$ cat config.mk
export PLATFORM = sky130hd
export DESIGN_NAME = cla_addsub_pipe
export DESIGN_NICKNAME = d
export VERILOG_FILES = /design/src/rtl/cla_pkg.sv /design/src/rtl/cla_group.sv /design/src/rtl/cla_addsub_pipe.sv
export SDC_FILE = /design/constraint.sdc
export NUM_CORES = 1
export LEC_CHECK = 0
export BUFFER_PORTS_ARGS = -buffer_cell sky130_fd_sc_hd__buf_2
export CORE_MARGIN = 3
export CORE_UTILIZATION = 30
export DETAILED_ROUTE_END_ITERATION = 7
export GPL_TIMING_DRIVEN = 0
export PLACE_DENSITY = 0.58
export SLEW_MARGIN = 30
export SYNTH_ARGS = -nofsm -noshare
export SYNTH_HDL_FRONTEND = slang
export SYNTH_SLANG_ARGS = --single-unit
$ cat constraint.sdc
create_clock -name clk -period 3 [get_ports clk]
set_clock_uncertainty 0.05 [all_clocks]
set_input_delay 0 -clock clk [delete_from_list [all_inputs] [get_ports clk]]
set_output_delay 0 -clock clk [all_outputs]
set_load 0.1 [all_outputs]
$ cat src/rtl/cla_pkg.sv
// Shared types, defaults and the group propagate/generate helper for the
// pipelined lookahead add/sub slice.
package cla_pkg;

  localparam int unsigned DEFAULT_WIDTH = 16;
  localparam int unsigned DEFAULT_GROUP = 4;
  // Widest vector the group helper folds; bounds both group size and group count.
  localparam int unsigned MAX_GROUP     = 32;

  // Group-level propagate/generate pair.
  typedef struct packed {
    logic gp;
    logic gg;
  } group_pg_t;

  // Width-independent part of the stage-1 payload; p/g vectors ride beside it.
  typedef struct packed {
    logic cin;
    logic a_msb;
    logic b_msb;
    logic sub;
  } s1_ctrl_t;

  // Fold the low n bits of p/g into a group propagate and lookahead generate.
  function automatic group_pg_t group_pg(input logic [MAX_GROUP-1:0] p,
                                         input logic [MAX_GROUP-1:0] g,
                                         input int unsigned          n);
    group_pg_t            r;
    logic [MAX_GROUP-1:0] pv;
    logic [MAX_GROUP-1:0] gv;
    r.gp = 1'b1;
    r.gg = 1'b0;
    pv   = p;
    gv   = g;
    for (int unsigned i = 0; i < MAX_GROUP; i++) begin
      if (i < n) begin
        r.gg = gv[0] | (pv[0] & r.gg);
        r.gp = r.gp & pv[0];
      end
      pv = pv >> 1;
      gv = gv >> 1;
    end
    return r;
  endfunction

endpackage

$ cat src/rtl/cla_group.sv
// One lookahead group: per-bit carries from the group carry-in, plus the
// group propagate/generate for the next lookahead level.
module cla_group
  import cla_pkg::*;
#(
  parameter int unsigned N = DEFAULT_GROUP
) (
  input  logic [N-1:0] p,
  input  logic [N-1:0] g,
  input  logic         ci,
  output logic [N-1:0] c_c,
  output logic         gp_c,
  output logic         gg_c
);

  group_pg_t pg_all;

  // Group P/G never depend on ci, so the carry network stays acyclic.
  assign pg_all = group_pg(MAX_GROUP'(p), MAX_GROUP'(g), N);
  assign gp_c   = pg_all.gp;
  assign gg_c   = pg_all.gg;

  // Carry into bit i as a flat sum of products over bits below i.
  for (genvar i = 0; i < N; i++) begin : g_carry
    group_pg_t pg_lo;
    assign pg_lo  = group_pg(MAX_GROUP'(p), MAX_GROUP'(g), i);
    assign c_c[i] = pg_lo.gg | (pg_lo.gp & ci);
  end

endmodule

$ cat src/rtl/cla_addsub_pipe.sv
// Two-stage pipelined carry-lookahead adder/subtractor with valid/ready
// on both sides. Stage 1 holds p/g terms, stage 2 holds result and flags.
// Optional: define CLA_ADDSUB_SAT_EN to saturate the result on signed overflow.
module cla_addsub_pipe
  import cla_pkg::*;
#(
  parameter int unsigned WIDTH = DEFAULT_WIDTH,
  parameter int unsigned GROUP = DEFAULT_GROUP
) (
  input  logic             clk,
  input  logic             rst,
  input  logic             in_valid,
  output logic             in_ready,
  input  logic [WIDTH-1:0] a,
  input  logic [WIDTH-1:0] b,
  input  logic             sub,
  output logic             out_valid,
  input  logic             out_ready,
  output logic [WIDTH-1:0] result,
  output logic             carry,
  output logic             ovf,
  output logic             zero
);

  localparam int unsigned NGROUPS = WIDTH / GROUP;

  // Stage 1 state
  logic [WIDTH-1:0] p_q, p_d;
  logic [WIDTH-1:0] g_q, g_d;
  s1_ctrl_t         ctrl_q, ctrl_d;
  logic             s1_valid_q, s1_valid_d;

  // Stage 2 state
  logic [WIDTH-1:0] result_q, result_d;
  logic             carry_q, carry_d;
  logic             ovf_q, ovf_d;
  logic             zero_q, zero_d;
  logic             out_valid_q, out_valid_d;

  // Combinational internals
  logic             s2_adv_c;
  logic             accept_c;
  logic [WIDTH-1:0] b_eff_c;
  logic [NGROUPS-1:0] grp_p_c;
  logic [NGROUPS-1:0] grp_g_c;
  logic [NGROUPS-1:0] grp_cin_c;
  logic               top_gp_c;
  logic               top_gg_c;
  logic [WIDTH-1:0]   bit_c_c;
  logic [WIDTH-1:0]   sum_c;
  logic [WIDTH-1:0]   res_c;
  logic               raw_cout_c;
  logic               ovf_c;

  // Handshake: stage 2 advances when it is empty or being drained.
  always_comb begin
    s2_adv_c = s1_valid_q && (!out_valid_q || out_ready);
    in_ready = !rst && (!s1_valid_q || s2_adv_c);
    accept_c = in_valid && in_ready;
  end

  // Stage 1 next state: condition B for subtract and capture p/g terms.
  always_comb begin
    b_eff_c    = sub ? ~b : b;
    p_d        = p_q;
    g_d        = g_q;
    ctrl_d     = ctrl_q;
    s1_valid_d = s1_valid_q;
    if (accept_c) begin
      p_d          = a ^ b_eff_c;
      g_d          = a & b_eff_c;
      ctrl_d.cin   = sub;
      ctrl_d.a_msb = a[WIDTH-1];
      ctrl_d.b_msb = b_eff_c[WIDTH-1];
      ctrl_d.sub   = sub;
      s1_valid_d   = 1'b1;
    end else if (s2_adv_c) begin
      s1_valid_d = 1'b0;
    end
  end

  // Second-level lookahead over group P/G yields each group's carry-in.
  cla_group #(.N(NGROUPS)) u_grp_carry (
    .p    (grp_p_c),
    .g    (grp_g_c),
    .ci   (ctrl_q.cin),
    .c_c  (grp_cin_c),
    .gp_c (top_gp_c),
    .gg_c (top_gg_c)
  );

  // First-level groups: bit carries within each group from its carry-in.
  for (genvar k = 0; k < NGROUPS; k++) begin : g_grp
    cla_group #(.N(GROUP)) u_grp (
      .p    (p_q[k*GROUP +: GROUP]),
      .g    (g_q[k*GROUP +: GROUP]),
      .ci   (grp_cin_c[k]),
      .c_c  (bit_c_c[k*GROUP +: GROUP]),
      .gp_c (grp_p_c[k]),
      .gg_c (grp_g_c[k])
    );
  end

  // Sum, carry-out and signed overflow from the stage-1 terms.
  always_comb begin
    sum_c      = p_q ^ bit_c_c;
    raw_cout_c = top_gg_c | (top_gp_c & ctrl_q.cin);
    ovf_c      = (ctrl_q.a_msb == ctrl_q.b_msb) && (sum_c[WIDTH-1] != ctrl_q.a_msb);
`ifdef CLA_ADDSUB_SAT_EN
    if (ovf_c) begin
      res_c = ctrl_q.a_msb ? {1'b1, {(WIDTH-1){1'b0}}} : {1'b0, {(WIDTH-1){1'b1}}};
    end else begin
      res_c = sum_c;
    end
`else
    res_c = sum_c;
`endif
  end

  // Stage 2 next state: load on advance, otherwise hold; drop valid once consumed.
  always_comb begin
    result_d    = result_q;
    carry_d     = carry_q;
    ovf_d       = ovf_q;
    zero_d      = zero_q;
    out_valid_d = out_valid_q;
    if (s2_adv_c) begin
      result_d    = res_c;
      carry_d     = raw_cout_c ^ ctrl_q.sub;
      ovf_d       = ovf_c;
      zero_d      = (res_c == '0);
      out_valid_d = 1'b1;
    end else if (out_ready) begin
      out_valid_d = 1'b0;
    end
  end

  // Pipeline registers; reset flushes everything in flight.
  always_ff @(posedge clk) begin
    if (rst) begin
      p_q         <= '0;
      g_q         <= '0;
      ctrl_q      <= '0;
      s1_valid_q  <= 1'b0;
      result_q    <= '0;
      carry_q     <= 1'b0;
      ovf_q       <= 1'b0;
      zero_q      <= 1'b0;
      out_valid_q <= 1'b0;
    end else begin
      p_q         <= p_d;
      g_q         <= g_d;
      ctrl_q      <= ctrl_d;
      s1_valid_q  <= s1_valid_d;
      result_q    <= result_d;
      carry_q     <= carry_d;
      ovf_q       <= ovf_d;
      zero_q      <= zero_d;
      out_valid_q <= out_valid_d;
    end
  end

  assign out_valid = out_valid_q;
  assign result    = result_q;
  assign carry     = carry_q;
  assign ovf       = ovf_q;
  assign zero      = zero_q;

endmodule

# Yosys cells after proc, flatten, opt, wreduce, memory -nomap -nowiden
# Index checks and enable logic that the tools add are counted.
dict set report word_totals {
  register_bits 56
  output_inout_bits 21
  in_bits 37
  word_cells 112
}
dict set report classes {
  n_mux 5
  eq_ne 2
  reduce_logical 12
  n_bitwise 82
}
# cell n
set op_table {}
lappend op_table {{1-bit AND} 46}
lappend op_table {{16-bit bitwise XOR} 2}
lappend op_table {{1-bit bitwise OR} 31}
lappend op_table {{16-bit AND} 1}
lappend op_table {{16-bit zero test} 1}
lappend op_table {{16-bit 2-to-1 mux} 1}
lappend op_table {{16-bit NOT} 1}
lappend op_table {{1-bit logical AND} 4}
lappend op_table {{1-bit 2-to-1 mux} 4}
lappend op_table {{2-bit nonzero test} 2}
lappend op_table {{1-bit zero test} 3}
lappend op_table {{1-bit logical OR} 2}
lappend op_table {{1-bit == test} 1}
lappend op_table {{1-bit != test} 1}
lappend op_table {{1-bit bitwise XOR} 1}

# Depth between registers and ports, before layout
dict set report logic_depth {
  word_depth 16
  depth_mapped 13
  ltp_nobuf 13
}

# Cells and area by module
# From an unflattened synthesis, not the netlist that was laid out.
dict set report hier_totals {
  cells_unflattened 342
  hier_area_um2 2986.6
}
# mod instances cells_each area_per_inst_um2 seq_area_each_um2
set modules_own_cells {}
lappend modules_own_cells {cla_addsub_pipe 1 287 2661.3 1121.1}
lappend modules_own_cells {cla_group 5 11 65.1 0.0}

# Worst setup path after synthesis
# No wires, ideal clock.
dict set report synth_timing {
  path_type {reg2reg}
  from {register out_valid_q (netlist: out_valid)}
  to {register p_q[10]}
  setup_ns 0.059
  slack_ns -0.617
  arrival_time_ns 3.508
  period_less_slack_ns 3.617
  t_required_ns 2.891
  n_path_buf 2
  path_stages_with_launch 8
  path_cell_list {dfxtp_1 nor2b_1 a21oi_1 and2_1 clkbuf_1 clkbuf_1 nand2_1 nand2_1}
}
dict set report synth_via {
  elab_chain_len 6
}
# item line
set synth_rtl {}
lappend synth_rtl {{from (decl)} cla_addsub_pipe.sv:38} ;# logic out_valid_q, out_valid_d;
lappend synth_rtl {{from (signal assigned)} cla_addsub_pipe.sv:159} ;# out_valid_q <= out_valid_d;
lappend synth_rtl {{1-bit zero test} cla_addsub_pipe.sv:57} ;# s2_adv_c = s1_valid_q && (!out_valid_q || out_ready);
lappend synth_rtl {{1-bit logical OR} cla_addsub_pipe.sv:57}
lappend synth_rtl {{1-bit logical AND} cla_addsub_pipe.sv:57}
lappend synth_rtl {{1-bit logical OR} cla_addsub_pipe.sv:58} ;# in_ready = !rst && (!s1_valid_q || s2_adv_c);
lappend synth_rtl {{1-bit logical AND} cla_addsub_pipe.sv:58}
lappend synth_rtl {{via in_ready} cla_addsub_pipe.sv:13} ;# output logic in_ready,
lappend synth_rtl {{1-bit logical AND} cla_addsub_pipe.sv:59} ;# accept_c = in_valid && in_ready;
lappend synth_rtl {{to (signal assigned)} cla_addsub_pipe.sv:151} ;# p_q <= p_d;
lappend synth_rtl {{to (decl)} cla_addsub_pipe.sv:28} ;# logic [WIDTH-1:0] p_q, p_d;
# The timed path passes the listed nets, and every way through them passes these cells.
# A chain may end at the register's enable or synchronous reset.

==> impl_metrics.yaml <==
synthesis:
  syn_inst: 358
  synth-edff-count: 0
  ys_dominant_reg_cell: "dfxtp_1"
  ys_types: 41
  synth_top_area_cell: "dfxtp_1"
  avgSynthCellArea_um2: 7.97
  syn_nets: 415
  synth_area_um2: 2850
  ys_async_sr_fraction_pct: 0
  netlist.area_leader.share_pct: 39.3
  ys_seq_area_share_pct: 39.3
  ys_warn_count: 0
  ys_top_cells_by_area: "dfxtp_1 39%, nand2_1 13%, ha_1 8.8%, nand3_1 6.7%, xor2_1 5.8%"
  synth_seq_cells: 56
pwr:
  power_frac_clock_pct: 25.5
  swShare_pct: 33.7
  switching_power_w: 0.000589
  powerDensity_nw_per_um2: 478
  intPower_w: 0.00116
  p_seq_share_pct: 49.1
  peakVddDrop_mv: 0.185
  comb_power_share_pct: 25.3
  power.total_w: 0.00175
  leakage_nw: 1.64
worst_setup_path:
  cp.arrival_ns: 3.08
  rrSetupSlack_ns: 0.1
  timing.rr.start: "ctrl_q[0]"
  cp.depth: 13
  startpoint_type: "register"
  crit_path_end_kind: "register"
  crit_slowest_cell: "dfxtp_4"
  reg2regPathDepth: 13
  path_max_fanout: 3
  path_cells: "a21oi_4, o2111ai_4, a311oi_4, o211ai_1, a21o_1, ha_2, nor2_4, xnor2_2, nor4_2, nand4_1, nor3_2, o2111ai_1, o31ai_1"
  crit_family: "compound AO/OA/AOI/OAI gates"
  crit_start: "ctrl_q[0]"
  critPathRequiredTime_ns: 3.17
  r2r_end: "zero"
  crit_path_max_incr_delay_ns: 0.37
  crit_type: "reg -> reg"
  crit_buf_inv: 0
  crit_end: "zero"
layout:
  diodes: 0
  layout_common_cells: "99 x nand2_1, 55 x buf_2, 54 x dfxtp_1"
  final_common_cell: "nand2_1"
  fill_cells: 975
  nNetsFinal: 500
  syn_to_final_growth_pct: 28.1
  finalNonFillerCells: 569
  drive_gt1_share_pct: 19.9
cts:
  clk_latency_ns: 0.31
  cts_num_sinks: 56
  clk_path_buf_depth: 2
  cts.clk_slew.worst_paths_ns: 0.10
  cts-root-buf: "clkbuf_8"
  htree_levels: 2
  cts_buffers: 5
  cts_tree: "done"
route:
  drc: 0
  via_count: 2620
  routedWlPerCell_um: 13.0
  totalWireLength_mm: 7.41
  via_per_inst: 4.60
  drt_iter0_markers: 109
  m1WireLength_mm: 3.72
  dr.pass1.iters: 4
  routed.top_layer: "met4"
  wl_met2_mm: 3.23
  dr_wl_met3_um: 375
  drtAntennaViolNets: 0
flow_run:
  cap_viol_max_count: 0
timing:
  fin_crit_ns: 2.90
  final-setup-viol-count: 0
  tns_ns: 0
  slew_violations: 0
  fin_crit_sh_pct: 96.8
  fmaxAchievable_mhz: 344
  slew_headroom_pct: 48.8
  whs_ns: 0.0698
  tightest_slew_ns: 0.768
  setup_slack_ns: 0.0961
  timing_hold_violations_final: 0
  rsz0062_at_grt: "yes"
placement:
  hpwl_mm: 5.62
  gp_routability_congestion: 0.842
  placed_cells: 539
  dp_slack_ns: 0.188
  port_buffers: 55
global_routing:
  overflow: 0
  grt_pass1_vias: 2462
  antenna_found_initial: 0
  grt_max_degree: 16
  grt_pass1_wl_mm: 12.1
  grtUsageTotal_pct: 13.8
die:
  core_um2: 8980
  io_pins: 58
  die_w_um: 104
  die_area_um2: 10700
  start_util_pct: 31.8
  rows: 34
  die_y_um: 104
worst_hold_path:
  hold_path.class: "in -> reg"
outcome:
  status: "completed"
[synthesized netlist by cell type, types with 2 or more instances]
library cell,instances
nor3_1,5
o2111ai_1,2
nor4b_1,2
o31ai_1,4
and2_1,3
clkbuf_1,19
nor2b_1,2
inv_1,3
nand3_1,38
nand2_1,100
xnor2_1,5
a21oi_1,19
xor2_1,19
o21ai_0,6
dfxtp_1,56
a31oi_1,3
a211oi_1,2
o211ai_1,2
ha_1,20
o21bai_1,2
nand4_1,2
nand2b_1,2
or2_2,3
nor2_1,20
a21o_1,2
nor4_1,2
[layer usage]
metal | track usage [%] | vias to the layer above
met5 | 0 | -
met4 | 4.37 | 0
met3 | 3.05 | 5
met2 | 21.1 | 67
met1 | 19.3 | 1157
li1 | - | 1391
[worst register-to-register path, stage by stage (launching register included)]
cell,delay (ns)
dfxtp_4,0.37
a21oi_4,0.20
o2111ai_4,0.16
a311oi_4,0.37
o211ai_1,0.16
a21o_1,0.19
ha_2,0.18
nor2_4,0.12
xnor2_2,0.10
nor4_2,0.23
nand4_1,0.15
nor3_2,0.18
o2111ai_1,0.13
o31ai_1,0.25
[sequential cells by signal (all words and copies together) (netlist names)]
register / cells
carry: 1
ctrl_q: 3
g_q: 16
out_valid: 1
ovf: 1
p_q: 16
result: 16
s1_valid_q: 1
zero: 1
[repair_timing]
action,CTS,global route
endpoints found under the hold margin,34,0
setup endpoints to repair,0,1
buffers inserted,0,4
gates resized for setup,0,13
hold buffers,19,0
[power by group through the flow]
stage | Combinational, W | Clock (W) | Sequential (W)
floorplan | 0.000202 | 0 | 0.000961
detailed placement | 0.000406 | 0 | 0.000873
global route | 0.000488 | 0.000488 | 0.000868
finish | 0.000442 | 0.000446 | 0.000858
CTS | 0.000427 | 0.000460 | 0.000856
global placement | 0.000403 | 0 | 0.000872
[stage by stage]
| stage | area (um2) | utilization, % |
|---|---|---|
| 6_report | 3650 | 40.7 |
| 2_1_floorplan | 2860 | - |
| 3_3_place_gp | 3290 | 36.6 |
| 4_1_cts | 3580 | 39.8 |
| 5_1_grt | 3650 | 40.7 |
| 3_5_place_dp | 3290 | 36.6 |
[final cells by class]
cell class / instances / area (um2) / area share [%]
Sequential cell: 56 / 1130 / 30.8
Clock buffer: 7 / 96.3 / 2.64
Timing Repair Buffer: 78 / 495 / 13.6
Inverter: 5 / 18.8 / 0.514
Buffer: 19 / 71.3 / 1.95
Multi-Input combinational cell: 278 / 1690 / 46.2
Tap cell: 126 / 158 / 4.32
[cells by family (layout without fill, tap and decap cells)]
logic type / after synthesis / after routing / share of synthesized area, %
simple gates: 185 / 185 / 28.9
flops: 56 / 56 / 39.3
fa+ha+maj: 20 / 20 / 8.77
xor+xnor: 24 / 24 / 7.37
buf+inv: 24 / 109 / 3.16
compound gates: 49 / 49 / 12.5
[worst min path at each step]
stage | startpoint | end | cells past startpoint | slack (ns)
floorplan | a[15] | ctrl_q[2] | 2 | 0.05
global placement | a[15] | ctrl_q[2] | 3 | 0.16
detailed placement | a[15] | ctrl_q[2] | 3 | 0.17
CTS | b[8] | g_q[8] | 5 | 0.07
global route | b[9] | g_q[9] | 5 | 0.08
finish | b[9] | g_q[9] | 5 | 0.07
Power figures use the tool's default switching activity.
